--- config.mk ---
export PLATFORM = sky130hd
export DESIGN_NAME = packet_receiver_flat
export DESIGN_NICKNAME = d
export VERILOG_FILES = /design/src/rtl/packet_receiver_pkg.sv /design/src/rtl/packet_receiver_if.sv /design/src/rtl/packet_receiver_crc_acc.sv /design/src/rtl/packet_receiver.sv /design/src/flat_wrapper.sv
export SDC_FILE = /design/constraint.sdc
export NUM_CORES = 1
export LEC_CHECK = 0
export CORE_MARGIN = 2
export CORE_UTILIZATION = 50
export DETAILED_ROUTE_END_ITERATION = 10
export GPL_TIMING_DRIVEN = 0
export PLACE_DENSITY = 0.78
export SETUP_SLACK_MARGIN = 0.3
export SYNTH_ARGS = -nofsm -noshare
export SYNTH_HDL_FRONTEND = slang
export SYNTH_SLANG_ARGS = --single-unit
--- constraint.sdc ---
create_clock -name clk -period 2.2 [get_ports clk]
set_clock_uncertainty 0.2 [all_clocks]
set_input_delay 0.44 -clock clk [delete_from_list [all_inputs] [get_ports clk]]
set_output_delay 0.44 -clock clk [all_outputs]
set_load 0.02 [all_outputs]
--- src/rtl/packet_receiver_pkg.sv ---
// Shared definitions for the router FIFO packet stages (receiver and sender).
// Header byte positions, default geometry and the parser state encoding.
package packet_receiver_pkg;

   // Default geometry
   localparam int PKT_UWIDTH    = 8;
   localparam int PKT_PTR_IN_SZ = 4;
   localparam int PKT_MAX_SIZE  = 8;

   // In-packet byte positions of the header fields
   localparam int SRC_IDX  = 0;
   localparam int DST_IDX  = 1;
   localparam int SIZE_IDX = 2;
   localparam int DATA_IDX = 3;

   // Parser states
   typedef enum logic [2:0] {
      ST_IDLE    = 3'd0,
      ST_DEST    = 3'd1,
      ST_SIZE    = 3'd2,
      ST_DATA    = 3'd3,
      ST_CRC     = 3'd4,
      ST_DISCARD = 3'd5
   } pkt_state_e;

endpackage

--- src/rtl/packet_receiver_if.sv ---
// Stream-in / FIFO-write bundle of the packet receiver.
// master: the packet source and FIFO side; slave: the receiver itself.
interface packet_receiver_if #(
   parameter int UWIDTH    = 8,
   parameter int PTR_IN_SZ = 4
) ();

   logic                 packet_valid;
   logic [UWIDTH-1:0]    packet_in;
   logic                 wfull;
   logic                 winc;
   logic [PTR_IN_SZ-1:0] waddr_in;
   logic [UWIDTH-1:0]    wdata;
   logic                 busy;
   logic                 drop;
   logic                 crc_err;

   modport master (
      output packet_valid, packet_in, wfull,
      input  winc, waddr_in, wdata, busy, drop, crc_err
   );

   modport slave (
      input  packet_valid, packet_in, wfull,
      output winc, waddr_in, wdata, busy, drop, crc_err
   );

endinterface

--- src/rtl/packet_receiver_crc_acc.sv ---
// packet_crc_acc: running XOR over the bytes of one packet.
// clr loads the first byte (src_id), en folds in each following header/data byte.
// Only instantiated when PACKET_RECEIVER_CRC_CHECK_EN is defined.
module packet_crc_acc #(
   parameter int UWIDTH = 8
) (
   input  logic              clk,
   input  logic              rst,
   input  logic              clr,
   input  logic              en,
   input  logic [UWIDTH-1:0] din,
   output logic [UWIDTH-1:0] acc
);

   logic [UWIDTH-1:0] acc_q;
   logic [UWIDTH-1:0] acc_d;

   // Next accumulator value: restart on clr, fold byte in on en, else hold
   always_comb begin
      acc_d = acc_q;
      if (clr) begin
         acc_d = din;
      end else if (en) begin
         acc_d = acc_q ^ din;
      end else begin
         acc_d = acc_q;
      end
   end

   // Accumulator register with synchronous reset
   always_ff @(posedge clk) begin
      if (rst) begin
         acc_q <= '0;
      end else begin
         acc_q <= acc_d;
      end
   end

   assign acc = acc_q;

endmodule

--- src/rtl/packet_receiver.sv ---
// packet_receiver: write-side framing stage of the router FIFO.
// Parses src_id, dest_id, size, size data bytes, crc from a packet_valid-framed
// byte stream, writes each byte at its in-packet index and commits the packet
// with a winc pulse alongside the crc byte. Malformed, aborted or FIFO-full
// packets are dropped without ever raising winc.
// Optional feature macro: PACKET_RECEIVER_CRC_CHECK_EN (XOR crc check).
module packet_receiver
   import packet_receiver_pkg::*;
#(
   parameter int UWIDTH    = PKT_UWIDTH,
   parameter int PTR_IN_SZ = PKT_PTR_IN_SZ,
   parameter int MAX_SIZE  = PKT_MAX_SIZE
) (
   input logic               clk,
   input logic               rst,
   packet_receiver_if.slave  bus
);

   localparam logic [PTR_IN_SZ-1:0] IDX_SRC  = PTR_IN_SZ'(SRC_IDX);
   localparam logic [PTR_IN_SZ-1:0] IDX_DST  = PTR_IN_SZ'(DST_IDX);
   localparam logic [PTR_IN_SZ-1:0] IDX_SIZE = PTR_IN_SZ'(SIZE_IDX);
   localparam logic [PTR_IN_SZ-1:0] IDX_DATA = PTR_IN_SZ'(DATA_IDX);
   localparam logic [UWIDTH-1:0]    MAX_SIZE_B = UWIDTH'(MAX_SIZE);

   pkt_state_e           state_q,   state_d;
   logic [PTR_IN_SZ-1:0] dcnt_q,    dcnt_d;
   logic [PTR_IN_SZ-1:0] size_q,    size_d;
   logic                 winc_q,    winc_d;
   logic [PTR_IN_SZ-1:0] waddr_q,   waddr_d;
   logic [UWIDTH-1:0]    wdata_q,   wdata_d;
   logic                 busy_q,    busy_d;
   logic                 drop_q,    drop_d;
   logic                 crc_err_q, crc_err_d;
   logic                 crc_ok_s;

`ifdef PACKET_RECEIVER_CRC_CHECK_EN
   logic              acc_clr_s;
   logic              acc_en_s;
   logic [UWIDTH-1:0] acc_s;

   // src_id restarts the checksum; dest, size and data bytes fold into it
   assign acc_clr_s = bus.packet_valid && (state_q == ST_IDLE);
   assign acc_en_s  = bus.packet_valid &&
                      ((state_q == ST_DEST) || (state_q == ST_SIZE) || (state_q == ST_DATA));

   packet_crc_acc #(.UWIDTH(UWIDTH)) u_crc_acc (
      .clk (clk),
      .rst (rst),
      .clr (acc_clr_s),
      .en  (acc_en_s),
      .din (bus.packet_in),
      .acc (acc_s)
   );

   assign crc_ok_s = (acc_s == bus.packet_in);
`else
   // crc byte is stored without being checked
   assign crc_ok_s = 1'b1;
`endif

   // Parser next-state and next-output computation
   always_comb begin
      state_d   = state_q;
      dcnt_d    = dcnt_q;
      size_d    = size_q;
      winc_d    = 1'b0;
      waddr_d   = waddr_q;
      wdata_d   = wdata_q;
      drop_d    = 1'b0;
      crc_err_d = 1'b0;

      case (state_q)
         ST_IDLE: begin
            if (bus.packet_valid) begin
               waddr_d = IDX_SRC;
               wdata_d = bus.packet_in;
               if (bus.wfull) begin
                  state_d = ST_DISCARD;
                  drop_d  = 1'b1;
               end else begin
                  state_d = ST_DEST;
               end
            end else begin
               state_d = ST_IDLE;
            end
         end

         ST_DEST: begin
            if (bus.packet_valid) begin
               waddr_d = IDX_DST;
               wdata_d = bus.packet_in;
               state_d = ST_SIZE;
            end else begin
               state_d = ST_IDLE;
               drop_d  = 1'b1;
            end
         end

         ST_SIZE: begin
            if (bus.packet_valid) begin
               // A bad size byte still lands on wdata; without winc it is never committed
               waddr_d = IDX_SIZE;
               wdata_d = bus.packet_in;
               size_d  = bus.packet_in[PTR_IN_SZ-1:0];
               if ((bus.packet_in == {UWIDTH{1'b0}}) || (bus.packet_in > MAX_SIZE_B)) begin
                  state_d = ST_DISCARD;
                  drop_d  = 1'b1;
               end else begin
                  dcnt_d  = {PTR_IN_SZ{1'b0}};
                  state_d = ST_DATA;
               end
            end else begin
               state_d = ST_IDLE;
               drop_d  = 1'b1;
            end
         end

         ST_DATA: begin
            if (bus.packet_valid) begin
               waddr_d = IDX_DATA + dcnt_q;
               wdata_d = bus.packet_in;
               dcnt_d  = dcnt_q + {{(PTR_IN_SZ-1){1'b0}}, 1'b1};
               if (dcnt_q == (size_q - {{(PTR_IN_SZ-1){1'b0}}, 1'b1})) begin
                  state_d = ST_CRC;
               end else begin
                  state_d = ST_DATA;
               end
            end else begin
               state_d = ST_IDLE;
               drop_d  = 1'b1;
            end
         end

         ST_CRC: begin
            if (bus.packet_valid) begin
               waddr_d = IDX_DATA + size_q;
               wdata_d = bus.packet_in;
               state_d = ST_IDLE;
               if (bus.wfull || !crc_ok_s) begin
                  drop_d    = 1'b1;
                  crc_err_d = !crc_ok_s;
               end else begin
                  winc_d = 1'b1;
               end
            end else begin
               state_d = ST_IDLE;
               drop_d  = 1'b1;
            end
         end

         ST_DISCARD: begin
            // Swallow the rest of the packet; outputs hold
            if (bus.packet_valid) begin
               state_d = ST_DISCARD;
            end else begin
               state_d = ST_IDLE;
            end
         end

         default: begin
            state_d = ST_IDLE;
         end
      endcase

      busy_d = (state_d != ST_IDLE);
   end

   // State and output registers with synchronous reset
   always_ff @(posedge clk) begin
      if (rst) begin
         state_q   <= ST_IDLE;
         dcnt_q    <= {PTR_IN_SZ{1'b0}};
         size_q    <= {PTR_IN_SZ{1'b0}};
         winc_q    <= 1'b0;
         waddr_q   <= {PTR_IN_SZ{1'b0}};
         wdata_q   <= {UWIDTH{1'b0}};
         busy_q    <= 1'b0;
         drop_q    <= 1'b0;
         crc_err_q <= 1'b0;
      end else begin
         state_q   <= state_d;
         dcnt_q    <= dcnt_d;
         size_q    <= size_d;
         winc_q    <= winc_d;
         waddr_q   <= waddr_d;
         wdata_q   <= wdata_d;
         busy_q    <= busy_d;
         drop_q    <= drop_d;
         crc_err_q <= crc_err_d;
      end
   end

   assign bus.winc     = winc_q;
   assign bus.waddr_in = waddr_q;
   assign bus.wdata    = wdata_q;
   assign bus.busy     = busy_q;
   assign bus.drop     = drop_q;
   assign bus.crc_err  = crc_err_q;

endmodule

--- src/flat_wrapper.sv ---
// flat-port wrapper written by rule: the top's interface ports become plain ports
module packet_receiver_flat import packet_receiver_pkg::*;
#(
   parameter int UWIDTH    = PKT_UWIDTH,
   parameter int PTR_IN_SZ = PKT_PTR_IN_SZ,
   parameter int MAX_SIZE  = PKT_MAX_SIZE
)
  (clk, rst, bus_packet_valid, bus_packet_in, bus_wfull, bus_winc, bus_waddr_in, bus_wdata, bus_busy, bus_drop, bus_crc_err);
  packet_receiver_if #(.UWIDTH(UWIDTH), .PTR_IN_SZ(PTR_IN_SZ)) bus_i ();
  input logic clk;
  input logic rst;
  input wire logic [$bits(bus_i.packet_valid)-1:0] bus_packet_valid;
  input wire logic [$bits(bus_i.packet_in)-1:0] bus_packet_in;
  input wire logic [$bits(bus_i.wfull)-1:0] bus_wfull;
  output wire logic [$bits(bus_i.winc)-1:0] bus_winc;
  output wire logic [$bits(bus_i.waddr_in)-1:0] bus_waddr_in;
  output wire logic [$bits(bus_i.wdata)-1:0] bus_wdata;
  output wire logic [$bits(bus_i.busy)-1:0] bus_busy;
  output wire logic [$bits(bus_i.drop)-1:0] bus_drop;
  output wire logic [$bits(bus_i.crc_err)-1:0] bus_crc_err;
  assign bus_i.packet_valid = bus_packet_valid;
  assign bus_i.packet_in = bus_packet_in;
  assign bus_i.wfull = bus_wfull;
  assign bus_winc = bus_i.winc;
  assign bus_waddr_in = bus_i.waddr_in;
  assign bus_wdata = bus_i.wdata;
  assign bus_busy = bus_i.busy;
  assign bus_drop = bus_i.drop;
  assign bus_crc_err = bus_i.crc_err;
  packet_receiver #(.UWIDTH(UWIDTH), .PTR_IN_SZ(PTR_IN_SZ), .MAX_SIZE(MAX_SIZE)) u_core (.clk(clk), .rst(rst), .bus(bus_i));
endmodule
# Yosys cells after proc, flatten, opt, wreduce, memory -nomap -nowiden
# Cells that the tools add are included.
# word_totals
ff_bits	26
output_inout_bits	16
input_bits	12
elab_cells	67
# classes
muxes	27
addsub	4
reduce_logical	13
n_eq_ne	12
bitwise_logic	2
n_lt_le_gt_ge	1
# ops
op	n
$mux W4	8
$mux W3	7
$pmux W4 S5	1
$pmux W3 S5	1
$ne A2 B2 Y1 const B	6
$add A2 B4 Y4 const A	2
$gt A8 B4 Y1 const B	1
$logic_not A8 Y1	1
$pmux W4 S2	1
$mux W1	7
$eq A3 B2 Y1 const B	2
$eq A3 B3 Y1 const B	2
$reduce_and A6 Y1	1
$reduce_bool A5 Y1	1
$reduce_or A5 Y1	1
$add A4 B1 Y4 const B	1
$eq A4 B4 Y1	1
$pmux W1 S4	1
$reduce_and A2 Y1	2
$reduce_and A4 Y1	1
$sub A4 B1 Y4 const B	1
$eq A3 B1 Y1 const B	1
$logic_not A3 Y1	1
$reduce_bool A3 Y1	1
other kinds (6)	7

# Logic depth before layout (Yosys ltp)
# logic_depth
word_depth	6
depth_mapped	9
ltp_nobuf	8

# Least setup slack after synthesis
# OpenSTA, ideal clock, no wires.
# synth_timing
path_type	register to register
start	reg u_core.state_q[2]
end	reg u_core.waddr_q[1] (netlist: u_core.bus.waddr_in[1])
stages_incl_launch_ff	10
setup_ns	0.086
required_ns	1.914
slack_ns	0.128
period_less_slack_ns	2.072
arrival_ns	1.786
n_path_buf	1
path_cell_list	dfxtp_1 -> or3b_1 -> clkbuf_1 -> nor2_1 -> a21oi_1 -> ha_1 -> nand2b_1 -> a21oi_1 -> a21o_1 -> a211oi_1
# synth_between
elab_chain_len	3
word_cells_on_any_way	13
classes_between	9 x eq/ne; 1 x mux; 3 x reduce/logical
# synth_rtl
element	line	rtl
from (decl)	packet_receiver.sv:25	pkt_state_e state_q, state_d;
from (signal assigned)	packet_receiver.sv:181	state_q <= state_d;
$eq A3 B1 Y1, or another cell as far along	packet_receiver.sv:72	case (state_q)
$reduce_bool A5 Y1 (no line) or $ne A2 B2 Y1 (tied branches)	n/a	
$reduce_and A6 Y1 (no line)	n/a	
to (signal assigned)	packet_receiver.sv:175	waddr_q <= {PTR_IN_SZ{1'b0}};
to (signal assigned)	packet_receiver.sv:185	waddr_q <= waddr_d;
to (decl)	packet_receiver.sv:29	logic [PTR_IN_SZ-1:0] waddr_q, waddr_d;
# Several ways; a longest one is shown, not always the timed one.
# A chain may end at the register's enable or synchronous reset.

# Final worst setup path
# layout_timing
start	reg u_core.state_q[0]
end	reg u_core.waddr_q[1] (netlist: u_core.bus.waddr_in[1])
# Same word-level chain as after synthesis.

==> metrics <==
Num Clock Sinks 26; worst setup path startpoint u_core.state_q[0]$_SDFF_PP0_; Starting Density about half; max-cap viol count 0; register area share after synthesis between 30% and 40%; commonest non-fill, non-tap cell in the layout dfxtp_1; final setup vio count 0; flop2flop setup slack between 90 and 100 ps; WL per Instance between 15 and 20 um; synthesized area ~1400 sq um; status complete, no violations; Residual DRC 0; M1 GR Usage 29.2%; die height 56.8 um; first-pass GRT wire length slightly below 6000 um; Worst setup EP type register; #FFs+latches synth 26; nets approximately 220; cells after synthesis around 160; Async SR Flop Fraction 0%; crit path DAT about 2200 ps; Setup CP Type register to register; pin count of the biggest net entering global routing 14; Ys Warns 0; TritonCTS Buffers 3; root buffer cell clkbuf_4; Site Rows 19; met2 usage a little under two fifths; Vias 1381; Tot GR Track Use a little under a quarter; DR pass1 iterations 4; pwr dens approximately 480 nW/um^2; r2r startpoint u_core.state_q[0]$_SDFF_PP0_; RSZ-0062 raised after global routing yes; cts-stage hold buffer count 0; Hold Startpoint bus_packet_in[0]; hpwl dp around 2500 um; number of synthesized flops with an enable pin 0; layout cells sized above 1 ~23%; Hold Path Class input pin to register; GR peak layer met2; IO Pins 28; setup TNS 0 ps; GRT overflow 0; ys flop type dfxtp_1; hold endpoint u_core.bus.wdata[0]$_SDFFE_PP0P_; FF-to-FF End u_core.bus.waddr_in[1]$_SDFFE_PP0P_; Static Leak roughly 0.83 nW; n_diodes 0; final hold violation count 0; port buffer count 26; synthesized area per cell between 8 and 9 sq um; vias in the first global route roughly 1.4k; Peak supply drop roughly 430 uV; Final period util about 96%; CTS tree yes; clock slew at reported path FFs roughly 140 ps; hold path depth 3; met3 usage around 3.9%; Core Region between 2000 and 3000 sq um; fin crit period around 2100 ps; Synthesized Nets 178; Fillers 235; Min Hold Slack roughly 210 ps; antenna violations before repair 0; Area Overhead vs Synth 32.8%; htree depth 1; antenna viol nets, final 0; clock latency on the worst-skew pair approximately 320 ps; clock tree buffer depth 2; GPL Wtd Cong ~0.87; Die X 56.8 um; commonest cells after routing, fill and taps aside dfxtp_1, a21oi_1, dlygate4sd2_1; DRT Wirelength about 3700 um; Max Slew Vio Count 0; fmax about 0.48 GHz; Unique masters post-synth 43; vias per inst 5.88; die area approximately 3200 sq um; startpoint types register; WP data required roughly 2300 ps; Reg2Reg Depth 8; drt first-iter violations 52; Worst Path Max Fanout 6
[metrics by stage]
stage | total power, W | instances | cell area [sq um] | setup WS, ps | util, %
after floorplan | 0.000603 | 163 | 1410 | 193 | -
after global placement | 0.000674 | 220 | 1700 | -211 | 62.9
after detailed placement | 0.000678 | 220 | 1700 | -259 | 62.9
after CTS | 0.000883 | 233 | 1800 | 95.5 | 66.5
after global routing | 0.000926 | 235 | 1850 | 17.4 | 68.2
final | 0.000886 | 235 | 1850 | 98.0 | 68.2
[state kept, by name, summed over array words and instances (netlist names)]
name                 count
u_core.bus.drop          1
u_core.state_q           3
u_core.bus.winc          1
u_core.bus.wdata         8
u_core.bus.waddr_in      4
u_core.size_q            4
u_core.dcnt_q            4
u_core.bus.busy          1
[final cells by class]
cell class | instances | area [sq um] | area share [%]
Inverter | 4 | 15.0 | 0.812
Clock buffer | 3 | 22.5 | 1.22
Buffer | 11 | 63.8 | 3.45
Timing Repair Buffer | 38 | 322 | 17.4
Sequential cell | 26 | 528 | 28.6
Multi-Input combinational cell | 122 | 860 | 46.5
Tap cell | 31 | 38.8 | 2.10
[power breakdown]
| part | leakage, nW | internal [W] | total, W | switching, W |
|---|---|---|---|---|
| registers | 0.214 | 0.000488 | 0.000497 | 0.00000856 |
| logic | 0.605 | 0.0000828 | 0.000186 | 0.000103 |
| clock network | 0.0138 | 0.0000641 | 0.000203 | 0.000139 |
[synth_stat cells, drive strengths merged, types with 3 or more instances]
cell    number  share of area, %
nor3b        3               1.6
nand2       13               3.5
nor2         9               2.4
nand3       11               4.0
ha           3               2.7
a21oi       24               8.6
nand2b       6               2.7
dfxtp       26                37
o21ai        6               2.2
mux2i        7               5.0
xor2         5               3.1
buf          3               1.1
clkbuf       8               2.2
inv          4               1.1
nor3         5               1.8
[cells by family after synthesis]
family	synth area share, %
buffers and inverters	4.31
adders and majority gates	2.70
AOI/OAI and AO/OA	19.0
other	0.269
and+or+nand+nor	24.5
DFF	37.4
xor gates and xnor gates	6.02
muxes	5.84
[what timing repair did]
item,CTS,global route
pin swaps,4,5
endpoints found under the setup margin,28,24
resized for setup,28,26
buffers inserted,10,2
[critical path: stages, from the launching register on]
cell	delay (ps)
dfxtp_4	370
or3b_4	370
buf_8	150
a21oi_2	140
ha_2	300
nand2b_1	100
a21oi_2	60
a21o_1	180
a211oi_2	160
[worst max path at each step]
stage / endpoint / slack [ps]
6_report: u_core.bus.waddr_in[1]$_SDFFE_PP0P_ / 100
5_1_grt: u_core.bus.waddr_in[1]$_SDFFE_PP0P_ / 20
4_1_cts: u_core.bus.waddr_in[1]$_SDFFE_PP0P_ / 100
3_5_place_dp: u_core.dcnt_q[0]$_SDFFE_PP0P_ / -260
3_3_place_gp: u_core.dcnt_q[3]$_SDFFE_PP0P_ / -210
2_1_floorplan: u_core.bus.waddr_in[1]$_SDFFE_PP0P_ / 190
[layer usage]
metal  vias up  part of all wire, %
met1       649                   41
met4         0                  2.1
li1        660                    -
met5         -                    0
met3        11                  6.7
met2        61                   50
Power figures use the tool's default switching activity.
